`config.mk`:
```
export PLATFORM = sky130hd
export DESIGN_NAME = io_port_ctrl_flat
export DESIGN_NICKNAME = d
export VERILOG_FILES = /design/src/rtl/io_port_pkg.sv /design/src/rtl/io_port_if.sv /design/src/rtl/io_sync_fifo.sv /design/src/rtl/io_port_ctrl.sv /design/src/flat_wrapper.sv
export SDC_FILE = /design/constraint.sdc
export NUM_CORES = 1
export LEC_CHECK = 0
export CAP_MARGIN = 20
export CORE_ASPECT_RATIO = 0.5
export CORE_MARGIN = 2
export CORE_UTILIZATION = 30
export CTS_BUF_LIST = sky130_fd_sc_hd__clkbuf_4 sky130_fd_sc_hd__clkbuf_8 sky130_fd_sc_hd__clkbuf_16
export CTS_CLUSTER_SIZE = 14
export DETAILED_ROUTE_END_ITERATION = 7
export GPL_ROUTABILITY_DRIVEN = 0
export PLACE_DENSITY_LB_ADDON = 0.1
export SYNTH_ARGS = -nofsm -noshare
export SYNTH_HDL_FRONTEND = slang
export SYNTH_SLANG_ARGS = --single-unit
```
`constraint.sdc`:
```
create_clock -name clk -period 2.4 [get_ports clk]
set_input_delay 0.36 -clock clk [delete_from_list [all_inputs] [get_ports clk]]
set_output_delay 0.36 -clock clk [all_outputs]
set_load 0.1 [all_outputs]
```
`src/rtl/io_port_pkg.sv`:
```
// Shared constants and interrupt FSM encoding for the CPU I/O port controller.
package io_port_pkg;

  localparam int unsigned InDepthDefault  = 4;
  localparam int unsigned OutDepthDefault = 4;

  typedef enum logic [1:0] {
    StIdle    = 2'd0,
    StAssert  = 2'd1,
    StService = 2'd2
  } int_state_e;

endpackage

```
`src/rtl/io_port_if.sv`:
```
// Port bundle between the I/O controller (slave) and the CPU/external side (master).
interface io_port_if;
  logic [7:0] ext_in_data;
  logic       ext_in_valid;
  logic       ext_in_ready;
  logic [7:0] cpu_i_port;
  logic       cpu_in_rd;
  logic [7:0] cpu_o_port;
  logic       cpu_io_wr;
  logic [7:0] ext_out_data;
  logic       ext_out_valid;
  logic       ext_out_ready;
  logic       int_sig;
  logic       int_ack;
  logic       ovf_err;

  modport slave (
    input  ext_in_data, ext_in_valid, cpu_in_rd, cpu_o_port, cpu_io_wr, ext_out_ready, int_ack,
    output ext_in_ready, cpu_i_port, ext_out_data, ext_out_valid, int_sig, ovf_err
  );

  modport master (
    output ext_in_data, ext_in_valid, cpu_in_rd, cpu_o_port, cpu_io_wr, ext_out_ready, int_ack,
    input  ext_in_ready, cpu_i_port, ext_out_data, ext_out_valid, int_sig, ovf_err
  );
endinterface

```
`src/rtl/io_sync_fifo.sv`:
```
// Byte-wide synchronous FIFO; head reads as 8'h00 while empty.
module io_sync_fifo #(
  parameter int unsigned Depth = 4
) (
  input  logic                   clk_i,
  input  logic                   rst_ni,
  input  logic                   push_i,
  input  logic                   pop_i,
  input  logic [7:0]             wdata_i,
  output logic [7:0]             rdata_o,
  output logic                   full_o,
  output logic                   empty_o,
  output logic [$clog2(Depth):0] count_o
);

  localparam int unsigned PtrW = $clog2(Depth);
  localparam int unsigned CntW = PtrW + 1;

  logic [7:0]      mem_q [Depth];
  logic [PtrW-1:0] wr_ptr_q, rd_ptr_q;
  logic [CntW-1:0] count_q;
  logic            do_push, do_pop;

  assign full_o  = (count_q == CntW'(Depth));
  assign empty_o = (count_q == '0);
  assign count_o = count_q;
  // A push while full is refused even when a pop happens in the same cycle.
  assign do_push = push_i & ~full_o;
  assign do_pop  = pop_i & ~empty_o;
  assign rdata_o = empty_o ? 8'h00 : mem_q[rd_ptr_q];

  always_ff @(posedge clk_i) begin
    if (do_push) mem_q[wr_ptr_q] <= wdata_i;
  end

  always_ff @(posedge clk_i or negedge rst_ni) begin
    if (!rst_ni) begin
      wr_ptr_q <= '0;
      rd_ptr_q <= '0;
      count_q  <= '0;
    end else begin
      if (do_push) wr_ptr_q <= wr_ptr_q + PtrW'(1);
      if (do_pop)  rd_ptr_q <= rd_ptr_q + PtrW'(1);
      unique case ({do_push, do_pop})
        2'b10:   count_q <= count_q + CntW'(1);
        2'b01:   count_q <= count_q - CntW'(1);
        default: count_q <= count_q;
      endcase
    end
  end

endmodule

```
`src/rtl/io_port_ctrl.sv`:
```
// CPU I/O port controller: input FIFO with interrupt FSM, output store with sticky overflow.
// Define IO_PORT_OUT_FIFO_EN for an OUT_DEPTH-entry output FIFO; otherwise a single holding register.
module io_port_ctrl
  import io_port_pkg::*;
#(
  parameter int unsigned IN_DEPTH  = InDepthDefault,
  parameter int unsigned OUT_DEPTH = OutDepthDefault
) (
  input logic     clk,
  input logic     rstn,
  io_port_if.slave bus
);

  if (IN_DEPTH < 2 || IN_DEPTH > 16 || (IN_DEPTH & (IN_DEPTH - 1)) != 0) begin : g_bad_in_depth
    $error("IN_DEPTH must be a power of two in 2..16");
  end
  if (OUT_DEPTH < 2 || OUT_DEPTH > 16 || (OUT_DEPTH & (OUT_DEPTH - 1)) != 0) begin : g_bad_out_depth
    $error("OUT_DEPTH must be a power of two in 2..16");
  end

  // Input path
  logic                      in_full, in_empty, in_push, rdy_q;
  logic [$clog2(IN_DEPTH):0] in_count;

  // Holds ext_in_ready low until the first edge after reset release.
  always_ff @(posedge clk or negedge rstn) begin
    if (!rstn) rdy_q <= 1'b0;
    else       rdy_q <= 1'b1;
  end

  assign bus.ext_in_ready = rdy_q & ~in_full;
  assign in_push          = bus.ext_in_valid & bus.ext_in_ready;

  io_sync_fifo #(
    .Depth (IN_DEPTH)
  ) u_in_fifo (
    .clk_i   (clk),
    .rst_ni  (rstn),
    .push_i  (in_push),
    .pop_i   (bus.cpu_in_rd),
    .wdata_i (bus.ext_in_data),
    .rdata_o (bus.cpu_i_port),
    .full_o  (in_full),
    .empty_o (in_empty),
    .count_o (in_count)
  );

  // Interrupt FSM
  int_state_e state_q, state_d;

  always_ff @(posedge clk or negedge rstn) begin
    if (!rstn) state_q <= StIdle;
    else       state_q <= state_d;
  end

  always_comb begin
    state_d = state_q;
    unique case (state_q)
      StIdle:    if (in_count != '0) state_d = StAssert;
      StAssert:  if (bus.int_ack)    state_d = StService;
      StService: if (in_empty)       state_d = StIdle;
      default:                       state_d = StIdle;
    endcase
  end

  assign bus.int_sig = (state_q == StAssert);

  // Output path
  logic out_full, ovf_q;

`ifdef IO_PORT_OUT_FIFO_EN
  logic                       out_empty;
  logic [$clog2(OUT_DEPTH):0] out_count;

  io_sync_fifo #(
    .Depth (OUT_DEPTH)
  ) u_out_fifo (
    .clk_i   (clk),
    .rst_ni  (rstn),
    .push_i  (bus.cpu_io_wr),
    .pop_i   (bus.ext_out_ready),
    .wdata_i (bus.cpu_o_port),
    .rdata_o (bus.ext_out_data),
    .full_o  (out_full),
    .empty_o (out_empty),
    .count_o (out_count)
  );

  assign bus.ext_out_valid = (out_count != '0) & ~out_empty;
`else
  logic [7:0] hold_q;
  logic       hold_vld_q;

  assign out_full          = hold_vld_q;
  assign bus.ext_out_valid = hold_vld_q;
  assign bus.ext_out_data  = hold_vld_q ? hold_q : 8'h00;

  always_ff @(posedge clk or negedge rstn) begin
    if (!rstn) begin
      hold_q     <= 8'h00;
      hold_vld_q <= 1'b0;
    end else if (bus.cpu_io_wr && !hold_vld_q) begin
      hold_q     <= bus.cpu_o_port;
      hold_vld_q <= 1'b1;
    end else if (hold_vld_q && bus.ext_out_ready) begin
      hold_vld_q <= 1'b0;
    end
  end
`endif

  always_ff @(posedge clk or negedge rstn) begin
    if (!rstn) ovf_q <= 1'b0;
    else       ovf_q <= ovf_q | (bus.cpu_io_wr & out_full);
  end

  assign bus.ovf_err = ovf_q;

endmodule

```
`src/flat_wrapper.sv`:
```
// flat-port wrapper written by rule: the top's interface ports become plain ports
module io_port_ctrl_flat import io_port_pkg::*;
#(
  parameter int unsigned IN_DEPTH  = InDepthDefault,
  parameter int unsigned OUT_DEPTH = OutDepthDefault
)
  (clk, rstn, bus_ext_in_data, bus_ext_in_valid, bus_cpu_in_rd, bus_cpu_o_port, bus_cpu_io_wr, bus_ext_out_ready, bus_int_ack, bus_ext_in_ready, bus_cpu_i_port, bus_ext_out_data, bus_ext_out_valid, bus_int_sig, bus_ovf_err);
  io_port_if bus_i ();
  input logic clk;
  input logic rstn;
  input wire logic [$bits(bus_i.ext_in_data)-1:0] bus_ext_in_data;
  input wire logic [$bits(bus_i.ext_in_valid)-1:0] bus_ext_in_valid;
  input wire logic [$bits(bus_i.cpu_in_rd)-1:0] bus_cpu_in_rd;
  input wire logic [$bits(bus_i.cpu_o_port)-1:0] bus_cpu_o_port;
  input wire logic [$bits(bus_i.cpu_io_wr)-1:0] bus_cpu_io_wr;
  input wire logic [$bits(bus_i.ext_out_ready)-1:0] bus_ext_out_ready;
  input wire logic [$bits(bus_i.int_ack)-1:0] bus_int_ack;
  output wire logic [$bits(bus_i.ext_in_ready)-1:0] bus_ext_in_ready;
  output wire logic [$bits(bus_i.cpu_i_port)-1:0] bus_cpu_i_port;
  output wire logic [$bits(bus_i.ext_out_data)-1:0] bus_ext_out_data;
  output wire logic [$bits(bus_i.ext_out_valid)-1:0] bus_ext_out_valid;
  output wire logic [$bits(bus_i.int_sig)-1:0] bus_int_sig;
  output wire logic [$bits(bus_i.ovf_err)-1:0] bus_ovf_err;
  assign bus_i.ext_in_data = bus_ext_in_data;
  assign bus_i.ext_in_valid = bus_ext_in_valid;
  assign bus_i.cpu_in_rd = bus_cpu_in_rd;
  assign bus_i.cpu_o_port = bus_cpu_o_port;
  assign bus_i.cpu_io_wr = bus_cpu_io_wr;
  assign bus_i.ext_out_ready = bus_ext_out_ready;
  assign bus_i.int_ack = bus_int_ack;
  assign bus_ext_in_ready = bus_i.ext_in_ready;
  assign bus_cpu_i_port = bus_i.cpu_i_port;
  assign bus_ext_out_data = bus_i.ext_out_data;
  assign bus_ext_out_valid = bus_i.ext_out_valid;
  assign bus_int_sig = bus_i.int_sig;
  assign bus_ovf_err = bus_i.ovf_err;
  io_port_ctrl #(.IN_DEPTH(IN_DEPTH), .OUT_DEPTH(OUT_DEPTH)) u_core (.clk(clk), .rstn(rstn), .bus(bus_i));
endmodule
```
==> flow_summary.toml, run 1 <==
[synth]
netlist_instances = 132
ys_async_sr_fraction_pct = 38.5
yosysTopAreaCell = "edfxtp_1"
synth_fp_nets = 161
synth_edf_count = 32
synth_most_common_cell = "edfxtp_1"
synth-seq-area-share_pct = 67.5
yosys.cell_types.count = 27
synthFlopType = "edfxtp_1"
syn-cell-area_um2 = 2170
synthTopCellsByCount = "32 x edfxtp_1, 21 x and2_1, 20 x dfrtp_1"
ys_warn_count = 0
synth.avg_cell_area_um2 = 16.4
synth_top_area_share_pct = 44.4
postSynthRegisterBits = 52
synthTopCellsByArea = "edfxtp_1 44%, dfrtp_1 23%, mux4_2 8.3%, and2_1 6.1%, mux2_2 4.7%"

[setup_path]
crit_chain = "buf_4, mux4_2, and2_1, buf_12"
crit_slowest_cell = "mux4_2"
cp_num_buf_inv = 2
crit_path_end_kind = "output pin"
reg2reg_slack_ns = 0.49
r2r_end = "u_core.u_in_fifo.count_o[2]$_DFFE_PN0P_"
arrival_ns = 1.74
cp_top_family = "multiplexers"
max_stage_delay_ns = 0.54
cp-start-kind = "register"
worstSetupPathType = "reg2out"
reg2reg_depth = 8
r2r_start = "u_core.u_in_fifo.count_o[0]$_DFFE_PN0P_"
worstPathRequired_ns = 2.04
cp_max_fo = 10

[clocking]
post_cts_resized = 0
tritoncts = "yes"
cts.sinks = 52
clk_pin_slew_worst_paths_ns = 0.07
cts_inserted_buffers = 5
htree_levels = 2
ctsLongestPathBuffers = 2
hold_buffers = 0
cts_root_buffer = "clkbuf_16"
clk-insertion-delay-late_ns = 0.28
postCtsSetupRepairBufs = 0

[route]
wl_per_cell_um = 13.4
finalWirelength_um = 3660
via_count = 1170
first_pass_iters = 4
drtAntennaViolNets = 0
drc = 0
drtIter0Drc = 54
avgViaCountPerCell = 4.27

[grt]
track_usage_pct = 10.5
grt_pass1_wl_um = 6150
antenna_found_initial = 0
grt-ovfl-total = 0
grt_max_degree = 21
grt_pass1_vias = 1215

[timing]
finClkSkew_ns = 0.00310
final-setup-viol-count = 0
tns_ns = 0
rsz0062_at_grt = "no"
finalCriticalPeriod_ns = 2.10
hold_viol = 0
slew_viol_final = 0
fmax_mhz = 476
timing.final.crit_share_pct = 87.6

[floorplan]
die_area_um2 = 7960
initial_core_util_pct = 31.7
io_pins = 43
die_h_um = 64.1
rows = 21
die-width_um = 124
coreArea_um2 = 6830

[final_layout]
diodes = 0
drive_above_1_share_pct = 28.0
layout.nets = 210
area_delta_synth_final_pct = 34.3

[placement]
port_buffers = 42
dp.final_hpwl_um = 2550

[flow_run]
drv_cap = 0

[min_path]
hp-class = "in2async"

[outcome]
status = "finished clean"
==> placed cells by master, fill, tap and decap left out, types with 2 or more instances in the layout <==
master | synthesis | layout
inv_1 | 6 | 6
dfrtp_1 | 20 | 20
buf_12 | 0 | 8
mux4_2 | 8 | 8
ha_1 | 5 | 5
clkbuf_16 | 0 | 5
xnor2_1 | 3 | 3
and2_1 | 21 | 21
nand2_1 | 3 | 3
mux2_2 | 9 | 9
xor2_1 | 3 | 3
nor2b_1 | 2 | 2
clkdlybuf4s50_1 | 0 | 22
buf_4 | 0 | 17
edfxtp_1 | 32 | 32
nor2_1 | 4 | 4
==> worst reg2reg max path, cell delays in order (launching register included) <==
cell	delay (ns)
dfrtp_1	0.42
or3_1	0.38
and2_1	0.19
ha_1	0.21
inv_1	0.07
fa_1	0.17
xor2_1	0.15
nor2_1	0.07
xor2_1	0.14
==> state kept, by name, indices dropped and copies added, names as in the netlist <==
signal / count
u_core.u_in_fifo.rd_ptr_q: 2
u_core.rdy_q: 1
u_core.u_in_fifo.count_o: 3
u_core.state_q: 2
u_core.hold_q: 8
u_core.u_in_fifo.wr_ptr_q: 2
u_core.u_in_fifo.mem_q: 32
u_core.bus.ext_out_valid: 1
u_core.bus.ovf_err: 1
==> logic make-up (layout without fill, tap and decap cells) <==
family          after synthesis  after routing  synth area share [%]
simple gates                 32             32                  8.38
other cells                   1              1                 0.173
buf+inv                      11             61                  2.37
flops                        52             52                  67.5
fa+ha+maj                     6              6                  3.81
compound gates                6              6                  1.91
xor+xnor                      6              6                  2.43
mux                          18             18                  13.5
==> routing by layer <==
layer	vias up	track usage [%]	share of wire, %
met2	22	16.9	48
met1	581	13.4	46
met3	2	3.30	5.0
li1	565	-	-
met4	0	3.37	0.90
met5	-	0	0
==> worst max path at each step <==
| stage | cells past startpoint | slack [ns] | endpoint | start |
|---|---|---|---|---|
| floorplan | 2 | 0.05 | bus_ext_out_data[0] | u_core.bus.ext_out_valid$_DFFE_PN0P_ |
| global placement | 8 | 0.31 | u_core.u_in_fifo.count_o[2]$_DFFE_PN0P_ | bus_cpu_in_rd |
| detailed placement | 8 | 0.27 | u_core.u_in_fifo.count_o[2]$_DFFE_PN0P_ | bus_cpu_in_rd |
| CTS | 4 | 0.27 | bus_cpu_i_port[2] | u_core.u_in_fifo.rd_ptr_q[0]$_DFFE_PN0P_ |
| global route | 4 | 0.22 | bus_cpu_i_port[2] | u_core.u_in_fifo.rd_ptr_q[0]$_DFFE_PN0P_ |
| finish | 4 | 0.30 | bus_cpu_i_port[2] | u_core.u_in_fifo.rd_ptr_q[0]$_DFFE_PN0P_ |
==> metrics by stage <==
step           cell area [µm²]  setup WS, ns  hold WS, ns  util (%)  std cells
2_1_floorplan             2170        0.0507       0.0644         -        132
3_3_place_gp              2760         0.307        0.437      40.4        266
3_5_place_dp              2760         0.270        0.446      40.4        266
4_1_cts                   2910         0.271        0.426      42.6        274
5_1_grt                   2910         0.219        0.446      42.6        274
6_report                  2910         0.299        0.411      42.6        274
==> area by class of cell <==
| class | instances | area (µm²) |
|---|---|---|
| Fill cell | 626 | 3920 |
| Sequential cell | 52 | 1460 |
| Multi-Input combinational cell | 69 | 653 |
| Timing Repair Buffer | 47 | 508 |
| Clock buffer | 6 | 133 |
| Tap cell | 92 | 115 |
| Inverter | 6 | 22.5 |
| Clock inverter | 2 | 16.3 |
Power of run 1 is not shown: default switching activity piles up to over one toggle a cycle in this logic, so the estimate is an artifact.
==> run 2: changes to the inputs <==
--- a/config.mk
+++ b/config.mk
@@ -16,4 +16,5 @@
 export PLACE_DENSITY_LB_ADDON = 0.1
 export SYNTH_ARGS = -nofsm -noshare
 export SYNTH_HDL_FRONTEND = slang
+export SYNTH_HIERARCHICAL = 1
 export SYNTH_SLANG_ARGS = --single-unit
==> run 2 against run 1 <==
  * First-iteration DRC count increased by 19%
  * Clock skew increased by 0.0050 ns
  * Via count decreased by 1.4%
  * Die area increased by 3.7%
  * Flip-flop and latch count unchanged
  * Maximum frequency decreased by 5.1%
==> flow_summary.toml, run 2 <==
[final_layout]
diodes = 0
mostFrequentLayoutCell = "edfxtp_1"
drive_above_1_share_pct = 31.7
final_cell_mix = "32 x edfxtp_1, 22 x clkdlybuf4s50_1, 20 x and2_1, 20 x dfrtp_1, 13 x buf_4"
layout.nets = 208
regMostFlops = "u_core/u_in_fifo/mem_q"
largest_reg_flops = 32
fillCellCount = 681
area_delta_synth_final_pct = 33.1

[setup_path]
cp_num_buf_inv = 2
worstPathRequired_ns = 2.61
r2r_start = "u_core/u_in_fifo/count_o[0]$_DFFE_PN0P_"
max_stage_delay_ns = 0.45
reg2reg_slack_ns = 0.19
reg2reg_depth = 11
crit_slowest_cell = "dfrtp_1"
startpoint = "u_core/u_in_fifo/count_o[0]$_DFFE_PN0P_"
cp_max_fo = 7
crit_end = "u_core/u_in_fifo/count_o[2]$_DFFE_PN0P_"
cp-start-kind = "register"
crit_cells = 11
crit_path_end_kind = "register"
cp_top_family = "simple AND/OR/NAND/NOR gates"
worstSetupPathType = "reg2reg"
crit_chain = "nor3b_4, nor2b_4, and2_1, nor2b_4, inv_1, ha_2, inv_1, fa_2, xor2_1, nor2_1, xor2_1"
r2r_end = "u_core/u_in_fifo/count_o[2]$_DFFE_PN0P_"
arrival_ns = 2.42

[grt]
grt_pass1_vias = 1256
grt_pass1_wl_um = 6530
track_usage_pct = 10.7
antenna_found_initial = 0
grt-ovfl-total = 0
grt_max_degree = 21

[clocking]
ctsLongestPathBuffers = 2
htree_levels = 2
post_cts_resized = 0
cts_root_buffer = "clkbuf_16"
postCtsSetupRepairBufs = 0
cts.sinks = 52
cts_inserted_buffers = 5
clk_pin_slew_worst_paths_ns = 0.07
tritoncts = "yes"
clk-insertion-delay-late_ns = 0.29
hold_buffers = 0

[floorplan]
initial_core_util_pct = 30.9
die_area_um2 = 8250
die-width_um = 127
io_pins = 43
die_h_um = 65.3
coreArea_um2 = 7290
rows = 22

[outcome]
status = "finished clean"

[route]
drc = 0
wl_met1_um = 1800
wl_per_cell_um = 14.0
avgViaCountPerCell = 4.18
met3WireLength_um = 200
finalWirelength_um = 3860
drtAntennaViolNets = 0
route.top_layer_used = "met4"
first_pass_iters = 4
via_count = 1154
wl_met2_um = 1800
drtIter0Drc = 64

[timing]
rsz0062_at_grt = "no"
finalCriticalPeriod_ns = 2.21
tns_ns = 0
final-setup-viol-count = 0
slew_viol_final = 0
timing.final.crit_share_pct = 92.3
finClkSkew_ns = 0.00812
hold_viol = 0
fmax_mhz = 452

[synth]
ys_async_sr_fraction_pct = 38.5
postSynthRegisterBits = 52
synth_most_common_cell = "edfxtp_1"
synthTopCellsByArea = "edfxtp_1 43%, dfrtp_1 22%, mux4_2 8.0%, and2_1 5.6%, mux2_4 5.3%"
synth_fp_nets = 162
synthFlopType = "edfxtp_1"
syn-cell-area_um2 = 2250
yosysTopAreaCell = "edfxtp_1"
ys_warn_count = 6
netlist_instances = 133
yosys.cell_types.count = 32
synth-seq-area-share_pct = 64.9
synth_edf_count = 32
synth.avg_cell_area_um2 = 16.9
synthTopCellsByCount = "32 x edfxtp_1, 20 x and2_1, 20 x dfrtp_1"
synth_top_area_share_pct = 42.7

[placement]
port_buffers = 42
dp.final_hpwl_um = 2610

[min_path]
hp-class = "in2async"

[flow_run]
drv_cap = 0
run 2: cell types whose count changed after synthesis, moves of 2 or more:
cell	delta
mux2_2	-8
nand2_1	-2
mux2_4	+8
nor2_1	-2
buf_6	+2
run 2: per-stage QoR:
step / cell area, µm² / std cells / worst slack (ns) / util (%) / hold slack [ns]
global placement: 2850 / 268 / 0.216 / 39.1 / 0.459
floorplan: 2270 / 133 / 0.00562 / - / 0.0644
CTS: 3000 / 276 / 0.173 / 41.1 / 0.416
detailed placement: 2850 / 268 / 0.202 / 39.1 / 0.458
finish: 3000 / 276 / 0.185 / 41.1 / 0.402
global route: 3000 / 276 / 0.0137 / 41.1 / 0.438
run 2: worst reg2reg max path, cell delays in order, from the launching register on:
cell and delay (ns):
dfrtp_1 0.45, nor3b_4 0.32, nor2b_4 0.06, and2_1 0.14
nor2b_4 0.14, inv_1 0.07, ha_2 0.18, inv_1 0.05
fa_2 0.33, xor2_1 0.15, nor2_1 0.11, xor2_1 0.15
run 2: layout make-up:
type	instances	area [µm²]	area share, %
inverter	7	26.3	0.877
multi-input combinational	69	744	24.8
clock inverter	3	21.3	0.710
clock buffer	5	125	4.18
sequential	52	1460	48.8
timing repair buffer	44	498	16.6
tap	96	120	4.01
run 2: worst min-delay path by stage:
stage,cells past startpoint,end,startpoint
finish,2,u_core/hold_q[6]$_DFFE_PN0P_,rstn
global route,2,u_core/hold_q[6]$_DFFE_PN0P_,rstn
CTS,2,u_core/hold_q[6]$_DFFE_PN0P_,rstn
detailed placement,1,u_core/bus.ovf_err$_DFF_PN0_,u_core/bus.ovf_err$_DFF_PN0_
global placement,1,u_core/bus.ovf_err$_DFF_PN0_,u_core/bus.ovf_err$_DFF_PN0_
floorplan,0,u_core/bus.ext_out_valid$_DFFE_PN0P_,rstn
run 2: logic make-up after synthesis:
| family | after synthesis | synth area share (%) |
|---|---|---|
| adder cells (fa/ha/maj) | 6 | 3.67 |
| AO/OA/AOI/OAI | 3 | 0.834 |
| XOR/XNOR | 6 | 2.34 |
| flip-flops | 52 | 64.9 |
| AND/OR/NAND/NOR | 35 | 10.7 |
| multiplexers | 18 | 14.3 |
| other | 1 | 0.167 |
| buffers and inverters | 12 | 3.06 |
run 2: per-layer routing:
| metal | global-route usage, % | up-vias |
|---|---|---|
| met1 | 12.7 | 560 |
| met3 | 3.09 | 5 |
| li1 | - | 556 |
| met2 | 18.5 | 33 |
| met5 | 0 | - |
| met4 | 4.12 | 0 |
Power of run 2 is left out for the same reason.
